## src/rtl/branch_resolve_unit.sv

```systemverilog
// Dual-issue branch resolution: in-order prediction queue filled by fetch,
// drained by up to two Memory-stage resolves per cycle. Produces the
// registered predictor update port and a mispredict redirect/flush.
module branch_resolve_unit #(
  parameter int DEPTH = 8,
  parameter int PC_W  = 8
) (
  input  logic            clk,
  input  logic            reset,
  input  logic            enq_valid1,
  input  logic            enq_valid2,
  input  logic [PC_W-1:0] enq_pc1,
  input  logic [PC_W-1:0] enq_pc2,
  input  logic            enq_pred_tk1,
  input  logic            enq_pred_tk2,
  input  logic [PC_W-1:0] enq_pred_tgt1,
  input  logic [PC_W-1:0] enq_pred_tgt2,
  output logic            enq_ready,
  input  logic            res_valid1,
  input  logic            res_valid2,
  input  logic            res_taken1,
  input  logic            res_taken2,
  input  logic [PC_W-1:0] res_target1,
  input  logic [PC_W-1:0] res_target2,
  output logic            branch1,
  output logic            branch2,
  output logic            branch_taken1,
  output logic            branch_taken2,
  output logic [PC_W-1:0] pcM1,
  output logic [PC_W-1:0] pcM2,
  output logic [PC_W-1:0] targetM1,
  output logic [PC_W-1:0] targetM2,
  output logic            redirect_valid,
  output logic [PC_W-1:0] redirect_pc,
  output logic [15:0]     br_count,
  output logic [15:0]     mispred_count,
  output logic            overflow_err,
  output logic            underflow_err
);
  localparam int AW = $clog2(DEPTH);
  localparam int CW = AW + 1;

  logic [PC_W-1:0] q_pc  [DEPTH];
  logic [PC_W-1:0] q_tgt [DEPTH];
  logic            q_tk  [DEPTH];
  logic [AW-1:0]   head, tail, head1, tail1;
  logic [CW-1:0]   count, n_enq, n_deq;
  logic            acc1, acc2, upd2, mp1, mp2, flush, uflow, do_enq, oflow;
  logic [PC_W-1:0] corr1, corr2;
  logic [16:0]     br_sum;

  assign enq_ready = (count <= CW'(DEPTH - 2));
  assign head1     = head + AW'(1);
  assign tail1     = tail + AW'(1);

  // Resolve acceptance, mispredict detection and enqueue gating
  always_comb begin
    acc1   = res_valid1 && (count != '0);
    acc2   = res_valid1 && res_valid2 && (count >= CW'(2));
    uflow  = (res_valid1 && (count == '0)) || (res_valid2 && !acc2);
    mp1    = acc1 && ((q_tk[head] != res_taken1) ||
                      (q_tk[head] && res_taken1 && (q_tgt[head] != res_target1)));
    // slot2 is wrong-path when slot1 mispredicts
    upd2   = acc2 && !mp1;
    mp2    = upd2 && ((q_tk[head1] != res_taken2) ||
                      (q_tk[head1] && res_taken2 && (q_tgt[head1] != res_target2)));
    flush  = mp1 || mp2;
    corr1  = res_taken1 ? res_target1 : q_pc[head] + PC_W'(1);
    corr2  = res_taken2 ? res_target2 : q_pc[head1] + PC_W'(1);
    n_deq  = CW'(acc1) + CW'(upd2);
    n_enq  = enq_valid1 ? (enq_valid2 ? CW'(2) : CW'(1)) : '0;
    // enqueues racing a flush are wrong-path, so they are not an overflow
    do_enq = enq_valid1 && enq_ready && !flush;
    oflow  = enq_valid1 && !enq_ready && !flush;
    br_sum = {1'b0, br_count} + 17'(n_deq);
  end

  // Entry storage; no reset needed, validity is tracked by head/count
  always_ff @(posedge clk) begin
    if (do_enq) begin
      q_pc[tail]  <= enq_pc1;
      q_tk[tail]  <= enq_pred_tk1;
      q_tgt[tail] <= enq_pred_tgt1;
      if (enq_valid2) begin
        q_pc[tail1]  <= enq_pc2;
        q_tk[tail1]  <= enq_pred_tk2;
        q_tgt[tail1] <= enq_pred_tgt2;
      end
    end
  end

  // Queue pointers, registered update/redirect outputs, counters and sticky errors
  always_ff @(posedge clk or negedge reset) begin
    if (!reset) begin
      head           <= '0;
      tail           <= '0;
      count          <= '0;
      branch1        <= 1'b0;
      branch2        <= 1'b0;
      branch_taken1  <= 1'b0;
      branch_taken2  <= 1'b0;
      pcM1           <= '0;
      pcM2           <= '0;
      targetM1       <= '0;
      targetM2       <= '0;
      redirect_valid <= 1'b0;
      redirect_pc    <= '0;
      br_count       <= '0;
      mispred_count  <= '0;
      overflow_err   <= 1'b0;
      underflow_err  <= 1'b0;
    end else begin
      if (flush) begin
        head  <= tail;
        count <= '0;
      end else begin
        head  <= head + AW'(n_deq);
        if (do_enq) tail <= tail + AW'(n_enq);
        count <= count + (do_enq ? n_enq : '0) - n_deq;
      end
      branch1        <= acc1;
      branch_taken1  <= acc1 && res_taken1;
      pcM1           <= acc1 ? q_pc[head] : '0;
      targetM1       <= acc1 ? res_target1 : '0;
      branch2        <= upd2;
      branch_taken2  <= upd2 && res_taken2;
      pcM2           <= upd2 ? q_pc[head1] : '0;
      targetM2       <= upd2 ? res_target2 : '0;
      redirect_valid <= flush;
      redirect_pc    <= mp1 ? corr1 : (mp2 ? corr2 : '0);
      br_count       <= br_sum[16] ? 16'hFFFF : br_sum[15:0];
      if (flush && (mispred_count != 16'hFFFF)) mispred_count <= mispred_count + 16'd1;
      if (oflow) overflow_err  <= 1'b1;
      if (uflow) underflow_err <= 1'b1;
    end
  end
endmodule

```

## config.mk

```make
export PLATFORM = sky130hd
export DESIGN_NAME = branch_resolve_unit
export DESIGN_NICKNAME = d
export VERILOG_FILES = /design/src/rtl/branch_resolve_unit.sv
export SDC_FILE = /design/constraint.sdc
export NUM_CORES = 1
export LEC_CHECK = 0
export CAP_MARGIN = 20
export CELL_PAD_IN_SITES_DETAIL_PLACEMENT = 0
export CELL_PAD_IN_SITES_GLOBAL_PLACEMENT = 2
export CORE_MARGIN = 2
export CORE_UTILIZATION = 43
export CTS_CLUSTER_DIAMETER = 80
export CTS_CLUSTER_SIZE = 40
export DETAILED_ROUTE_END_ITERATION = 6
export GPL_TIMING_DRIVEN = 0
export PLACE_DENSITY = 0.88
export SLEW_MARGIN = 20
export SYNTH_ARGS = -nofsm -noshare
export SYNTH_HDL_FRONTEND = slang
export SYNTH_SLANG_ARGS = --single-unit
```

## constraint.sdc

```tcl
create_clock -name clk -period 10.92 [get_ports clk]
set_input_delay 2.184 -clock clk [delete_from_list [all_inputs] [get_ports clk]]
set_output_delay 2.184 -clock clk [all_outputs]
set_load 0.03 [all_outputs]
```

==> flow_metrics.py <==
metrics = {
    "clock_network": {
        "post_cts_resized": 0,
        "clock_path_buffers": 3,
        "tritoncts_clock_tree": "yes",
        "clockRootBuffer": "sky130_fd_sc_hd__clkbuf_16",
        "cts_sinks": 225,
        "numCtsBuffers": 15,
        "cts.hold.buffers_added": 0,
        "cts.repair_timing.setup_buffer_count": 0,
        "clk_latency_ps": 500,
        "cts_htree_levels": 1,
        "cts.clk_slew.worst_paths_ps": 90,
    },
    "sta": {
        "fin_crit_sh": 0.715,
        "skew_ps": 27.1,
        "relSlewSlack": 0.373,
        "setup_viol_count_final": 0,
        "period_needed_ps": 7800,
        "achievable-frequency_mhz": 128,
        "fin_setup_tns_ps": 0,
        "setup_slack_ps": 3120,
        "report.final.hold_viol_count": 0,
        "max_slew.worst_pin.slew_ps": 940,
        "rsz0062_at_grt": "no",
        "drv_slew": 0,
    },
    "global_routing": {
        "maximum_number_of_pins_on_one_net_before_global_route_repair": 79,
        "grt_usage": 0.223,
        "grt_first_pass_wirelength_mm": 50.7,
        "vias_in_the_first_global_route": 8361,
        "number_of_antenna_violations_at_the_first_check_in_global_routing": 0,
        "globalRoute.totalOverflow": 0,
    },
    "job": {
        "timing.max_cap.violations": 0,
    },
    "synth": {
        "netlist_instances": 876,
        "yosys_warnings": 0,
        "synth_cell_types": 48,
        "postSynth.asyncResetShare": 0.396,
        "post-synth-top-area-fraction": 0.333,
        "avgSynthCellArea_um2": 14.0,
        "post-synth-top-count-cell": "sky130_fd_sc_hd__mux2_2",
        "number_of_synthesized_flops_with_an_enable_pin": 136,
        "dominantRegCellSynth": "sky130_fd_sc_hd__edfxtp_1",
        "ys_top_cells_by_area": "sky130_fd_sc_hd__edfxtp_1, sky130_fd_sc_hd__dfrtp_1, sky130_fd_sc_hd__mux2_2, sky130_fd_sc_hd__mux4_2, sky130_fd_sc_hd__mux2i_1",
        "synth_fp_nets": 957,
        "synth_area_um2": 12300,
        "synth_top_area_cell": "sky130_fd_sc_hd__edfxtp_1",
        "synth.ff_latch_count": 225,
        "yosysSeqAreaShare": 0.515,
        "synthTopCellsByCount": "sky130_fd_sc_hd__mux2_2, sky130_fd_sc_hd__edfxtp_1, sky130_fd_sc_hd__dfrtp_1",
    },
    "worst_setup_path": {
        "cp_data_arrival_time_ps": 8230,
        "setup.worst_path.class": "reg -> reg",
        "startpoint_type": "flop",
        "critPathCaptureType": "flop",
        "worst-endpoint-required_ps": 11340,
        "critPathMostFrequentCell": "sky130_fd_sc_hd__buf_2",
        "worst_path_largest_cell_delay_ps": 560,
        "slowest_stage": "sky130_fd_sc_hd__mux4_2",
        "worst-path-max-fanout": 10,
    },
    "detailed_routing": {
        "via_count": 8177,
        "drcViolationCount": 0,
        "drt-vias-per-instance": 5.69,
        "drt_first_pass_iters": 5,
        "avgRoutedWirePerCell_um": 23.3,
        "detail-route-antenna-nets": 0,
        "drt_first_iter_violations": 611,
        "route.final.wire_length_mm": 33.4,
    },
    "die": {
        "rows": 61,
        "coreArea_um2": 27900,
        "design.portCount": 138,
        "die_h_um": 173,
        "design.die.area_um2": 29900,
        "start_util": 0.439,
        "die_x_um": 173,
    },
    "finish": {
        "utilization": 0.533,
        "area.growth.synth_to_final_pct": 21.5,
        "antennaDiodeCount": 0,
        "layout.cells.non_filler": 1436,
        "seqCellArea_um2": 6310,
        "fillerInstances": 2401,
        "multi_input_comb_area_um2": 5700,
        "fin_nets": 1131,
        "postLayoutCellArea_um2": 14900,
        "post_route_cells_drive_above_1_share": 0.276,
    },
    "placement": {
        "hpwlAfterDp_mm": 24.3,
        "place_worst_setup_slack_ps": 3090,
        "dpl.cell_count": 1411,
        "postPlaceCellArea_um2": 14400,
        "gp_routability_congestion": 0.817,
        "place.port_buffers": 137,
    },
    "outcome": {
        "status": "completed",
    },
    "pwr": {
        "power.static_leakage_uw": 0.00574,
        "vdd.ir_drop.worst_uv": 100,
        "powerDensity_nw_per_um2": 264,
    },
    "worst_hold_path": {
        "worst_min_path_class": "reg -> reg",
    },
}
-- cells in the final DEF (no fill, tap or decap), types with 4 or more instances in the layout --
cell type,n
sky130_fd_sc_hd__a21oi_1,19
sky130_fd_sc_hd__a22o_1,5
sky130_fd_sc_hd__a22oi_1,4
sky130_fd_sc_hd__and2_1,13
sky130_fd_sc_hd__and3_1,17
sky130_fd_sc_hd__buf_16,4
sky130_fd_sc_hd__buf_2,29
sky130_fd_sc_hd__buf_4,8
sky130_fd_sc_hd__buf_6,6
sky130_fd_sc_hd__clkbuf_1,13
sky130_fd_sc_hd__clkbuf_16,16
sky130_fd_sc_hd__clkdlybuf4s50_1,136
sky130_fd_sc_hd__dfrtp_1,89
sky130_fd_sc_hd__edfxtp_1,136
sky130_fd_sc_hd__fa_1,5
sky130_fd_sc_hd__ha_1,18
sky130_fd_sc_hd__inv_1,26
sky130_fd_sc_hd__mux2_2,142
sky130_fd_sc_hd__mux2i_1,44
sky130_fd_sc_hd__mux4_2,58
sky130_fd_sc_hd__nand2_1,33
sky130_fd_sc_hd__nand3_1,22
sky130_fd_sc_hd__nand3_2,7
sky130_fd_sc_hd__nand4_1,9
sky130_fd_sc_hd__nor2_1,51
sky130_fd_sc_hd__nor2b_1,4
sky130_fd_sc_hd__nor3_1,14
sky130_fd_sc_hd__nor4_1,9
sky130_fd_sc_hd__o21ai_0,5
sky130_fd_sc_hd__o21ai_4,4
sky130_fd_sc_hd__o22ai_1,8
sky130_fd_sc_hd__o41ai_2,4
sky130_fd_sc_hd__xnor2_1,35
sky130_fd_sc_hd__xor2_1,29
-- registers in the layout, summed over array words and instances (netlist names), 3 cells and up --
signal / cells
q_pc: 64
q_tgt: 64
br_count: 16
mispred_count: 16
pcM1: 8
pcM2: 8
q_tk: 8
redirect_pc: 8
targetM1: 8
targetM2: 8
count: 4
head: 3
tail: 3
-- critical path, delay by kind of cell (launching register included) --
family                   cells  cell delay (ps)
adder cells (fa/ha/maj)      4             1140
AND/OR/NAND/NOR             10             2330
buffers and inverters        9             2510
AO/OA/AOI/OAI                1              440
flip-flops                   1              410
multiplexers                 2              890
-- metrics by stage --
step	hold slack, ps	power [µW]
5_1_grt	488	4140
4_1_cts	480	3950
2_1_floorplan	595	2600
6_report	470	3930
3_3_place_gp	450	3280
3_5_place_dp	460	3350
-- worst paths after layout --
kind	startpoint	end	slack, ps	depth (start not counted)
worst max register to register	head[0]$_DFF_PN0_	br_count[13]$_DFF_PN0_	3120	26
worst min-delay path	underflow_err$_DFFE_PN0P_	underflow_err$_DFFE_PN0P_	470	1
worst max-delay path	head[0]$_DFF_PN0_	br_count[13]$_DFF_PN0_	3120	26
max in group asynchronous	reset	targetM1[2]$_DFF_PN0_	8810	2
worst min register to register	underflow_err$_DFFE_PN0P_	underflow_err$_DFFE_PN0P_	470	1
min in group asynchronous	reset	mispred_count[10]$_DFFE_PN0P_	1510	1
-- per-layer routing --
layer,share of wire,up-vias,wire [µm],GRT usage
li1,-,3676,-,-
met1,0.43,4119,14200,0.305
met2,0.47,334,15800,0.368
met3,0.078,48,2610,0.0380
met4,0.024,0,788,0.0618
met5,0,-,0,0
-- cell families (layout without fill, tap and decap cells) --
family	after synthesis	after routing	synth area share
adders and majority gates	23	23	0.0266
buffers and inverters	68	250	0.0260
DFF	225	225	0.515
xor gates and xnor gates	64	64	0.0458
AOI/OAI and AO/OA	61	61	0.0330
muxes	244	244	0.273
and+or+nand+nor	191	191	0.0804
-- where the power goes --
group          internal (µW)  switching, µW  total, µW
Combinational            899           1230       2130
Sequential              1100           98.5       1200
Clock                    282            317        599
-- cell type report --
cell class / count / area share
Inverter: 26 / 0.00656
Buffer: 42 / 0.0149
Clock inverter: 9 / 0.00614
Multi-Input combinational cell: 583 / 0.383
Sequential cell: 225 / 0.424
Timing Repair Buffer: 157 / 0.107
Tap cell: 378 / 0.0318
Clock buffer: 16 / 0.0269
(Power assumes the default switching activity.)
